$ cat src/rtl/cursor_move_scheduler_if.sv
// Signal bundle shared by the game FSM, human buttons, CPU player and cursor block
// around the cursor move scheduler.
interface cursor_move_scheduler_if;
  logic       turn_valid;
  logic       turn_owner;
  logic       btn_up;
  logic       btn_down;
  logic       btn_left;
  logic       btn_right;
  logic       ai_req;
  logic [3:0] ai_row;
  logic [3:0] ai_col;
  logic [3:0] cur_row;
  logic [3:0] cur_col;
  logic       mv_en;
  logic       mv_up;
  logic       mv_down;
  logic       mv_left;
  logic       mv_right;
  logic       ai_busy;
  logic       ai_done;

  modport master (
    output turn_valid, turn_owner, btn_up, btn_down, btn_left, btn_right,
           ai_req, ai_row, ai_col, cur_row, cur_col,
    input  mv_en, mv_up, mv_down, mv_left, mv_right, ai_busy, ai_done
  );

  modport slave (
    input  turn_valid, turn_owner, btn_up, btn_down, btn_left, btn_right,
           ai_req, ai_row, ai_col, cur_row, cur_col,
    output mv_en, mv_up, mv_down, mv_left, mv_right, ai_busy, ai_done
  );
endinterface

$ cat src/rtl/cursor_move_scheduler.sv
// Arbitrates cursor moves between human buttons (press + auto-repeat) and the CPU target walk.
// Optional macro AI_DIAG_EN: CPU walk steps diagonally instead of row-then-column.
module cursor_move_scheduler #(
  parameter int TICK_DIV     = 1000000,
  parameter int REPEAT_START = 8,
  parameter int REPEAT_RATE  = 2,
  parameter int MAX_INDEX    = 9
) (
  input logic                   clk,
  input logic                   reset,
  cursor_move_scheduler_if.slave bus
);

  localparam int TW = $clog2(TICK_DIV);
  localparam int RW = $clog2(REPEAT_START + 1);
  localparam logic [TW-1:0] TICK_LAST  = TW'(TICK_DIV - 1);
  localparam logic [RW-1:0] RPT_FIRE   = RW'(REPEAT_START);
  localparam logic [RW-1:0] RPT_RELOAD = RW'(REPEAT_START - REPEAT_RATE);
  localparam logic [3:0]    MAX_IDX    = 4'(MAX_INDEX);

  typedef enum logic [2:0] {IDLE, HUMAN, AI_STEP, AI_WAIT, AI_DONE} state_e;

  // Direction vectors are packed as {up, down, left, right}.
  state_e        state_q, state_d;
  logic [TW-1:0] tick_cnt_q;
  logic [RW-1:0] rpt_cnt_q, rpt_cnt_d, rpt_next;
  logic          rpt_arm_q, rpt_arm_d;
  logic [3:0]    btn_prev_q;
  logic          req_used_q, req_used_d;
  logic [3:0]    tgt_row_q, tgt_row_d, tgt_col_q, tgt_col_d;
  logic          mv_en_q, mv_en_d;
  logic [3:0]    mv_dir_q, mv_dir_d;
  logic          busy_q, busy_d;
  logic          done_q, done_d;
  logic          tick;
  logic [3:0]    btn, rose, cand, row_dir, col_dir, ai_dir;

  function automatic logic [3:0] cancelOpposing(input logic [3:0] dirs, input logic [3:0] held);
    logic [3:0] r;
    r = dirs;
    if (held[3] && held[2]) r[3:2] = 2'b00;
    if (held[1] && held[0]) r[1:0] = 2'b00;
    return r;
  endfunction

  assign tick     = (tick_cnt_q == TICK_LAST);
  assign btn      = {bus.btn_up, bus.btn_down, bus.btn_left, bus.btn_right};
  assign rose     = btn & ~btn_prev_q;
  assign rpt_next = rpt_cnt_q + 1'b1;

  always_ff @(posedge clk or posedge reset) begin
    if (reset) begin
      state_q    <= IDLE;
      tick_cnt_q <= '0;
      rpt_cnt_q  <= '0;
      rpt_arm_q  <= 1'b0;
      btn_prev_q <= '0;
      req_used_q <= 1'b0;
      tgt_row_q  <= '0;
      tgt_col_q  <= '0;
      mv_en_q    <= 1'b0;
      mv_dir_q   <= '0;
      busy_q     <= 1'b0;
      done_q     <= 1'b0;
    end else begin
      state_q    <= state_d;
      tick_cnt_q <= tick ? '0 : tick_cnt_q + 1'b1;
      rpt_cnt_q  <= rpt_cnt_d;
      rpt_arm_q  <= rpt_arm_d;
      btn_prev_q <= btn;
      req_used_q <= req_used_d;
      tgt_row_q  <= tgt_row_d;
      tgt_col_q  <= tgt_col_d;
      mv_en_q    <= mv_en_d;
      mv_dir_q   <= mv_dir_d;
      busy_q     <= busy_d;
      done_q     <= done_d;
    end
  end

  // One cell toward the latched target; row is preferred unless walking diagonally.
  always_comb begin
    row_dir = 4'b0000;
    col_dir = 4'b0000;
    if (tgt_row_q > bus.cur_row)      row_dir = 4'b0100;
    else if (tgt_row_q < bus.cur_row) row_dir = 4'b1000;
    if (tgt_col_q > bus.cur_col)      col_dir = 4'b0001;
    else if (tgt_col_q < bus.cur_col) col_dir = 4'b0010;
`ifdef AI_DIAG_EN
    ai_dir = row_dir | col_dir;
`else
    ai_dir = (row_dir != 4'b0000) ? row_dir : col_dir;
`endif
  end

  always_comb begin
    state_d    = state_q;
    rpt_cnt_d  = rpt_cnt_q;
    rpt_arm_d  = rpt_arm_q;
    req_used_d = bus.ai_req ? req_used_q : 1'b0;
    tgt_row_d  = tgt_row_q;
    tgt_col_d  = tgt_col_q;
    mv_en_d    = 1'b0;
    mv_dir_d   = 4'b0000;
    busy_d     = busy_q;
    done_d     = 1'b0;
    cand       = 4'b0000;
    case (state_q)
      IDLE: begin
        rpt_arm_d = 1'b0;
        rpt_cnt_d = '0;
        if (bus.turn_valid && !bus.turn_owner) begin
          state_d = HUMAN;
        end else if (bus.turn_valid && bus.turn_owner && bus.ai_req && !req_used_q) begin
          tgt_row_d  = (bus.ai_row > MAX_IDX) ? MAX_IDX : bus.ai_row;
          tgt_col_d  = (bus.ai_col > MAX_IDX) ? MAX_IDX : bus.ai_col;
          busy_d     = 1'b1;
          req_used_d = 1'b1;
          state_d    = AI_STEP;
        end
      end
      HUMAN: begin
        if (!bus.turn_valid || bus.turn_owner) begin
          state_d   = IDLE;
          rpt_arm_d = 1'b0;
          rpt_cnt_d = '0;
        end else begin
          // Repeat arms only on a fresh press, so a button held across reset never auto-moves.
          if (rose != 4'b0000) begin
            cand      = rose;
            rpt_arm_d = 1'b1;
            rpt_cnt_d = '0;
          end else if (btn == 4'b0000) begin
            rpt_arm_d = 1'b0;
            rpt_cnt_d = '0;
          end else if (rpt_arm_q && tick) begin
            if (rpt_next == RPT_FIRE) begin
              cand      = btn;
              rpt_cnt_d = RPT_RELOAD;
            end else begin
              rpt_cnt_d = rpt_next;
            end
          end
          cand = cancelOpposing(cand, btn);
          if (cand != 4'b0000 && !mv_en_q) begin
            mv_en_d  = 1'b1;
            mv_dir_d = cand;
          end
        end
      end
      AI_STEP: begin
        if (!bus.turn_valid) begin
          state_d = IDLE;
          busy_d  = 1'b0;
        end else if (tick) begin
          if (tgt_row_q == bus.cur_row && tgt_col_q == bus.cur_col) begin
            state_d = AI_DONE;
            done_d  = 1'b1;
            busy_d  = 1'b0;
          end else begin
            mv_en_d  = 1'b1;
            mv_dir_d = ai_dir;
            state_d  = AI_WAIT;
          end
        end
      end
      AI_WAIT: begin
        if (!bus.turn_valid) begin
          state_d = IDLE;
          busy_d  = 1'b0;
        end else begin
          state_d = AI_STEP;
        end
      end
      AI_DONE: state_d = IDLE;
      default: state_d = IDLE;
    endcase
  end

  assign bus.mv_en    = mv_en_q;
  assign bus.mv_up    = mv_dir_q[3];
  assign bus.mv_down  = mv_dir_q[2];
  assign bus.mv_left  = mv_dir_q[1];
  assign bus.mv_right = mv_dir_q[0];
  assign bus.ai_busy  = busy_q;
  assign bus.ai_done  = done_q;

endmodule

$ cat src/flat_wrapper.sv
// flat-port wrapper written by rule: the top's interface ports become plain ports
module cursor_move_scheduler_flat 
#(
  parameter int TICK_DIV     = 1000000,
  parameter int REPEAT_START = 8,
  parameter int REPEAT_RATE  = 2,
  parameter int MAX_INDEX    = 9
)
  (clk, reset, bus_turn_valid, bus_turn_owner, bus_btn_up, bus_btn_down, bus_btn_left, bus_btn_right, bus_ai_req, bus_ai_row, bus_ai_col, bus_cur_row, bus_cur_col, bus_mv_en, bus_mv_up, bus_mv_down, bus_mv_left, bus_mv_right, bus_ai_busy, bus_ai_done);
  cursor_move_scheduler_if bus_i ();
  input logic clk;
  input logic reset;
  input wire logic [$bits(bus_i.turn_valid)-1:0] bus_turn_valid;
  input wire logic [$bits(bus_i.turn_owner)-1:0] bus_turn_owner;
  input wire logic [$bits(bus_i.btn_up)-1:0] bus_btn_up;
  input wire logic [$bits(bus_i.btn_down)-1:0] bus_btn_down;
  input wire logic [$bits(bus_i.btn_left)-1:0] bus_btn_left;
  input wire logic [$bits(bus_i.btn_right)-1:0] bus_btn_right;
  input wire logic [$bits(bus_i.ai_req)-1:0] bus_ai_req;
  input wire logic [$bits(bus_i.ai_row)-1:0] bus_ai_row;
  input wire logic [$bits(bus_i.ai_col)-1:0] bus_ai_col;
  input wire logic [$bits(bus_i.cur_row)-1:0] bus_cur_row;
  input wire logic [$bits(bus_i.cur_col)-1:0] bus_cur_col;
  output wire logic [$bits(bus_i.mv_en)-1:0] bus_mv_en;
  output wire logic [$bits(bus_i.mv_up)-1:0] bus_mv_up;
  output wire logic [$bits(bus_i.mv_down)-1:0] bus_mv_down;
  output wire logic [$bits(bus_i.mv_left)-1:0] bus_mv_left;
  output wire logic [$bits(bus_i.mv_right)-1:0] bus_mv_right;
  output wire logic [$bits(bus_i.ai_busy)-1:0] bus_ai_busy;
  output wire logic [$bits(bus_i.ai_done)-1:0] bus_ai_done;
  assign bus_i.turn_valid = bus_turn_valid;
  assign bus_i.turn_owner = bus_turn_owner;
  assign bus_i.btn_up = bus_btn_up;
  assign bus_i.btn_down = bus_btn_down;
  assign bus_i.btn_left = bus_btn_left;
  assign bus_i.btn_right = bus_btn_right;
  assign bus_i.ai_req = bus_ai_req;
  assign bus_i.ai_row = bus_ai_row;
  assign bus_i.ai_col = bus_ai_col;
  assign bus_i.cur_row = bus_cur_row;
  assign bus_i.cur_col = bus_cur_col;
  assign bus_mv_en = bus_i.mv_en;
  assign bus_mv_up = bus_i.mv_up;
  assign bus_mv_down = bus_i.mv_down;
  assign bus_mv_left = bus_i.mv_left;
  assign bus_mv_right = bus_i.mv_right;
  assign bus_ai_busy = bus_i.ai_busy;
  assign bus_ai_done = bus_i.ai_done;
  cursor_move_scheduler #(.TICK_DIV(TICK_DIV), .REPEAT_START(REPEAT_START), .REPEAT_RATE(REPEAT_RATE), .MAX_INDEX(MAX_INDEX)) u_core (.clk(clk), .reset(reset), .bus(bus_i));
endmodule
$ cat config.mk
export PLATFORM = sky130hd
export DESIGN_NAME = cursor_move_scheduler_flat
export DESIGN_NICKNAME = d
export VERILOG_FILES = /design/src/rtl/cursor_move_scheduler_if.sv /design/src/rtl/cursor_move_scheduler.sv /design/src/flat_wrapper.sv
export SDC_FILE = /design/constraint.sdc
export NUM_CORES = 1
export LEC_CHECK = 0
export ABC_AREA = 0
export BUFFER_PORTS_ARGS = -buffer_cell sky130_fd_sc_hd__buf_2
export CAP_MARGIN = 20
export CORE_ASPECT_RATIO = 0.75
export CORE_MARGIN = 4
export CORE_UTILIZATION = 40
export CTS_CLUSTER_SIZE = 20
export DETAILED_ROUTE_END_ITERATION = 12
export GPL_TIMING_DRIVEN = 1
export MAX_ROUTING_LAYER = met4
export PLACE_DENSITY = 0.67
export SYNTH_ARGS = -nofsm -noshare
export SYNTH_HDL_FRONTEND = slang
export SYNTH_SLANG_ARGS = --single-unit
$ cat constraint.sdc
create_clock -name clk -period 3.77 [get_ports clk]
set_input_delay 0.377 -clock clk [delete_from_list [all_inputs] [get_ports clk]]
set_output_delay 0.377 -clock clk [all_outputs]
set_load 0.02 [all_outputs]
==> results of run 1 <==
==> power by group through the flow <==
stage / registers (uW) / clock network [uW] / logic [uW]
floorplan: 626 / 0 / 259
global placement: 633 / 0 / 326
detailed placement: 633 / 0 / 336
CTS: 623 / 402 / 336
global route: 633 / 421 / 387
finish: 623 / 390 / 338
==> synthesized netlist by cell type, types with 2 or more instances <==
library cell | number | area (um2)
nand3_1 | 10 | 50.1
xnor2_1 | 9 | 78.8
clkbuf_1 | 2 | 7.51
or2_2 | 2 | 12.5
xor2_1 | 9 | 78.8
and3_1 | 2 | 12.5
a31oi_1 | 4 | 25.0
ha_1 | 11 | 138
nand4_1 | 11 | 68.8
nand2_1 | 25 | 93.8
and4bb_2 | 2 | 25.0
inv_1 | 23 | 86.3
nor2b_1 | 3 | 18.8
nor2_1 | 21 | 78.8
mux2_2 | 2 | 22.5
o21ai_0 | 13 | 65.1
o2bb2ai_1 | 3 | 26.3
a32oi_1 | 2 | 17.5
nor4_1 | 6 | 37.5
a21oi_1 | 9 | 45.0
o21ai_1 | 6 | 30.0
nand2b_1 | 11 | 68.8
clkbuf_2 | 2 | 10.0
o211ai_1 | 2 | 15.0
o21a_1 | 3 | 22.5
and3_2 | 2 | 15.0
o22ai_1 | 3 | 18.8
and2_1 | 3 | 18.8
nor3_1 | 3 | 15.0
dfrtp_1 | 48 | 1200
buf_6 | 2 | 22.5
a32o_1 | 2 | 20.0
a21boi_0 | 2 | 15.0
==> final timing paths <==
| kind | slack, ns | end | cells past startpoint |
|---|---|---|---|
| worst min register to register | 0.48 | u_core.tick_cnt_q[19] | 1 |
| worst min-delay path | 0.23 | u_core.btn_prev_q[2] | 1 |
| min in group asynchronous | 0.50 | u_core.tgt_col_q[0] | 3 |
| worst max-delay path | 1.78 | u_core.state_q[1] | 6 |
| worst max register to register | 1.78 | u_core.state_q[1] | 6 |
| max in group asynchronous | 2.82 | u_core.rpt_cnt_q[1] | 4 |
==> worst register-to-register path: cells and delay by family, from the launching register on <==
family | cells | cell delay [ns]
AOI/OAI and AO/OA | 2 | 0.39
DFF | 1 | 0.40
and+or+nand+nor | 3 | 0.75
adders and majority gates | 1 | 0.30
==> registers in the layout, indices dropped and copies added (netlist names) <==
signal / count
u_core.bus.ai_done: 1
u_core.tick_cnt_q: 20
u_core.bus.ai_busy: 1
u_core.rpt_arm_q: 1
u_core.rpt_cnt_q: 4
u_core.tgt_col_q: 4
u_core.mv_dir_q: 4
u_core.btn_prev_q: 4
u_core.req_used_q: 1
u_core.bus.mv_en: 1
u_core.state_q: 3
u_core.tgt_row_q: 4
==> through the flow <==
stage                     cell area, um2  std cells  total power [uW]   util
after detailed placement            2900        385               969  0.452
after global placement              2900        385               960  0.452
after CTS                           3020        393              1360  0.471
final                               3050        395              1350  0.476
after floorplan                     2690        280               885      -
after global routing                3050        395              1440  0.476
==> layer usage <==
metal / vias up / wire length, um / global-route usage
li1: 1071 / - / -
met1: 1001 / 2800 / 0.214
met2: 36 / 2160 / 0.197
met3: 2 / 228 / 0.0325
met4: 0 / 36 / 0.0315
met5: - / 0 / -
==> repair_timing <==
action                    4_1_cts  5_1_grt
hold endpoints to repair        0        3
gates resized for setup         0        0
hold buffers                    0        1
==> cell families (layout without fill, tap and decap cells) <==
kind of cell | count (synthesis) | after routing | synth area share
compound gates | 59 | 59 | 0.149
xor+xnor | 18 | 18 | 0.0586
mux | 3 | 3 | 0.0121
simple gates | 111 | 111 | 0.234
buf+inv | 30 | 64 | 0.0488
flops | 48 | 48 | 0.447
fa+ha+maj | 11 | 11 | 0.0512
==> cell type report <==
| type | count | area, um2 |
|---|---|---|
| Clock buffer | 6 | 82.6 |
| Clock inverter | 2 | 38.8 |
| Fill cell | 593 | 3360 |
| Inverter | 23 | 86.3 |
| Multi-Input combinational cell | 202 | 1360 |
| Sequential cell | 48 | 1200 |
| Tap cell | 81 | 101 |
| Timing Repair Buffer | 33 | 185 |
==> flow_metrics.py, run 1 <==
metrics = {
    "status": {
        "status": "finished clean",
    },
    "die": {
        "start_util": 0.420,
        "core_um2": 6410,
        "io_pins": 32,
        "die_w_um": 103,
        "fp.dieArea_um2": 8110,
        "die_h_um": 79.0,
        "rows": 25,
    },
    "global_routing": {
        "grt_first_pass_wirelength_mm": 9.04,
        "grt_pass1_vias": 1970,
        "grt_max_degree": 49,
        "antenna_found_initial": 0,
        "grt_overflow": 0,
        "gr-usage-all-layers": 0.143,
    },
    "power": {
        "seqPwrFrac": 0.461,
        "power_switching_uw": 417,
        "power_frac_clock": 0.289,
        "peakVddDrop_mv": 0.247,
        "cellLeakagePower_uw": 0.00143,
        "p_per_area_nw_per_um2": 442,
        "comb_power_share": 0.250,
        "p_int_uw": 933,
        "switching_share": 0.309,
    },
    "clock_network": {
        "tritoncts": "built",
        "cts_made_buffers": 5,
        "clkLatencyLatePin_ns": 0.29,
        "clockRootBuffer": "clkbuf_8",
        "htreeDepth": 2,
        "cts_setup_buffers": 0,
        "clock-sinks": 48,
        "path_clk_slew_ns": 0.09,
        "cts_buffer_depth": 2,
    },
    "final_layout": {
        "antenna_cells": 0,
        "area_growth_pct": 13.5,
        "final_cell_mix": "dfrtp_1 (48), buf_2 (31), nand2_1 (25)",
        "drive_above_1_share": 0.185,
        "fin_nets": 349,
        "final_common_cell": "dfrtp_1",
    },
    "detailed_routing": {
        "antenna_left": 0,
        "routed_via_density": 5.34,
        "drc": 0,
        "firstDrtPassIters": 4,
        "via_count": 2110,
        "routed_wl_mm": 5.23,
        "drt_iter0_drc": 117,
        "wire_per_inst_um": 13.2,
    },
    "hold_path": {
        "hold_start": "bus_btn_down",
        "hold_class": "in2reg",
    },
    "timing": {
        "setup_violations": 0,
        "hold_violations": 0,
        "maxSlewHeadroom": 0.582,
        "fin_crit_ns": 1.99,
        "rsz0062_at_grt": "false",
        "drv_slew": 0,
        "tns_ns": 0,
        "fin_ws_ns": 1.78,
        "whs_ns": 0.233,
        "fin_crit_sh": 0.527,
        "max_freq_mhz": 504,
        "tightest_slew_ns": 0.621,
        "clock_skew_ns": 0.0107,
    },
    "setup_path": {
        "arrival_ns": 2.14,
        "crit_chain": "ha_1 > nand2_1 > nor2_1 > nand3_2 > a211oi_1 > a21oi_1",
        "crit_path_end_kind": "register",
        "cp_top_family": "simple AND/OR/NAND/NOR gates",
        "cp_slowest_cell": "dfrtp_1",
        "r2r-start": "u_core.tick_cnt_q[0]",
        "required_ns": 3.93,
        "worst-path-buf-inv": 0,
        "cp_max_fo": 14,
        "crit_type": "reg2reg",
        "start_kind": "register",
        "cp_slowest_stage_delay_ns": 0.40,
        "crit_start": "u_core.tick_cnt_q[0]",
    },
    "synth": {
        "syn_area_um2": 2690,
        "synth_cell_type_count": 55,
        "ys.flop_type": "dfrtp_1",
        "ys_seq_area_frac": 0.447,
        "syn_avg_cell_area_um2": 9.61,
        "ys_ff_latch": 48,
        "ys_warn_count": 0,
        "synth.net_count": 316,
        "syn-instance-count": 280,
        "async_reset_ff_frac": 1.00,
        "synth_edf_count": 0,
    },
    "placement": {
        "portBuffers": 31,
        "globalplace.congestion": 0.859,
        "dp_slack_ns": 1.77,
        "dp_hpwl_mm": 3.98,
    },
    "run": {
        "max_cap_viol_count": 0,
    },
}
(Power assumes the default switching activity.)
==> run 2: changes to the inputs <==
==> constraint.sdc (replaced) <==
create_clock -name clk -period 2 [get_ports clk]
set_input_delay 0.2 -clock clk [delete_from_list [all_inputs] [get_ports clk]]
set_output_delay 0.2 -clock clk [all_outputs]
set_load 0.02 [all_outputs]
==> run 2 against run 1 <==
Against the previous run:
- die area did not move
- setup slack worse by 1.6 ns
- hold slack lost 0.19 ns
- final cell count increased by 2.5%
- clock-buffer cell count increased by 1
- wire length grew 4.4%
- sequential power grew 89%
- largest cell class unchanged
- global-route usage is 1.3 points higher
- clock skew fell by 0.0043 ns
==> flow_metrics.py, run 2 (synthesized netlist as in run 1, its figures left out) <==
metrics = {
    "final_layout": {
        "final_common_cell": "dfrtp_1",
        "fillers": 597,
        "final_cells": 405,
        "regMostFlops": "u_core.tick_cnt_q",
        "ff_latch_area_um2": 1200,
        "fin_nets": 359,
        "largest_register_ffs": 20,
        "area_growth_pct": 15.9,
        "antenna_cells": 0,
        "final_cell_mix": "dfrtp_1 (48), buf_2 (31), nand2_1 (25)",
        "multiInputGateArea_um2": 1360,
        "fin_area_um2": 3120,
        "drive_above_1_share": 0.213,
    },
    "die": {
        "die_h_um": 79.0,
        "rows": 25,
        "core_um2": 6410,
        "io_pins": 32,
        "start_util": 0.420,
        "fp.dieArea_um2": 8110,
        "die_w_um": 103,
    },
    "placement": {
        "dp_slack_ns": 0.172,
        "dp_hpwl_mm": 4.24,
        "place_inst": 397,
        "portBuffers": 31,
        "globalplace.congestion": 0.806,
        "place_area_um2": 2990,
    },
    "timing": {
        "fin_ws_ns": 0.160,
        "rsz0062_at_grt": "false",
        "tightest_slew_ns": 0.600,
        "max_freq_mhz": 543,
        "hold_violations": 0,
        "fin_crit_ns": 1.84,
        "setup_violations": 0,
        "maxSlewHeadroom": 0.600,
        "whs_ns": 0.0403,
        "tns_ns": 0,
        "fin_crit_sh": 0.920,
        "drv_slew": 0,
        "clock_skew_ns": 0.00643,
    },
    "setup_path": {
        "crit_path_end_kind": "register",
        "required_ns": 2.19,
        "ff2ff_path_depth": 6,
        "worst-path-buf-inv": 0,
        "cp_max_fo": 4,
        "crit_chain": "ha_1 > nand4_1 > o21a_1 > a2111o_1 > a21oi_1 > o21ai_1",
        "cp_top_family": "compound AO/OA/AOI/OAI gates",
        "arrival_ns": 2.03,
        "cp_slowest_cell": "dfrtp_1",
        "r2r_slack_ns": 0.16,
        "start_kind": "register",
        "path_depth": 6,
        "crit_type": "reg2reg",
        "cp_slowest_stage_delay_ns": 0.39,
    },
    "detailed_routing": {
        "drc": 0,
        "drt_iter0_drc": 156,
        "firstDrtPassIters": 4,
        "routed_wl_mm": 5.45,
        "via_count": 2101,
        "wire_per_inst_um": 13.5,
        "antenna_left": 0,
        "routed_via_density": 5.19,
    },
    "clock_network": {
        "tritoncts": "built",
        "cts_resized": 0,
        "cts.hold.buffers_added": 0,
        "htreeDepth": 2,
        "cts_buffer_depth": 2,
        "cts_made_buffers": 5,
        "clkLatencyLatePin_ns": 0.30,
        "path_clk_slew_ns": 0.09,
        "clockRootBuffer": "clkbuf_8",
        "clock-sinks": 48,
        "cts_setup_buffers": 0,
    },
    "global_routing": {
        "antenna_found_initial": 0,
        "grt_first_pass_wirelength_mm": 9.76,
        "grt_overflow": 0,
        "gr-usage-all-layers": 0.155,
        "grt_max_degree": 49,
        "grt_pass1_vias": 2090,
    },
    "power": {
        "p_per_area_nw_per_um2": 834,
        "cellLeakagePower_uw": 0.00147,
        "peakVddDrop_mv": 0.476,
    },
    "hold_path": {
        "hold_class": "in2async",
    },
    "run": {
        "max_cap_viol_count": 0,
    },
    "status": {
        "status": "finished clean",
    },
}
==> run 2: per-stage QoR <==
step / power, uW / util
global placement: 1850 / 0.467
finish: 2600 / 0.486
detailed placement: 1860 / 0.467
global route: 2780 / 0.486
floorplan: 1670 / -
CTS: 2630 / 0.486
==> run 2: path summary, 6_finish.rpt <==
path | start | endpoint
max | u_core.tgt_row_q[3] | u_core.bus.ai_busy
min | reset | u_core.tgt_col_q[0]
max reg2reg | u_core.tgt_row_q[3] | u_core.bus.ai_busy
min reg2reg | u_core.tick_cnt_q[0] | u_core.tick_cnt_q[0]
max in group asynchronous | reset | u_core.tick_cnt_q[16]
min in group clk | bus_btn_down | u_core.btn_prev_q[2]
==> run 2: cell type report <==
type	instances	share of cell area
well taps	81	0.0325
inverters	23	0.0277
flip-flops and latches	48	0.385
multi-input cells	202	0.435
clock buffers	7	0.0309
clock inverters	1	0.00963
repair buffers	43	0.0787
==> run 2: metal layers <==
layer	vias to the layer above	part of all wire	track usage	wire [um]
met5	-	0	-	0
met4	0	0.011	0.0472	62
met3	5	0.025	0.0228	138
met2	20	0.43	0.221	2340
met1	992	0.53	0.228	2920
li1	1084	-	-	-
==> run 2: worst reg2reg max path, stage by stage (launching register included) <==
cell and delay, ns:
dfrtp_1 0.39, ha_1 0.32, nand4_1 0.18, o21a_1 0.27, a2111o_1 0.39, a21oi_1 0.13
o21ai_1 0.07
==> run 2: power breakdown <==
part           switching (uW)  internal (uW)  total [uW]
Sequential               86.7           1090        1180
Clock                     314            441         755
Combinational             382            288         670
Total                     783           1820        2600
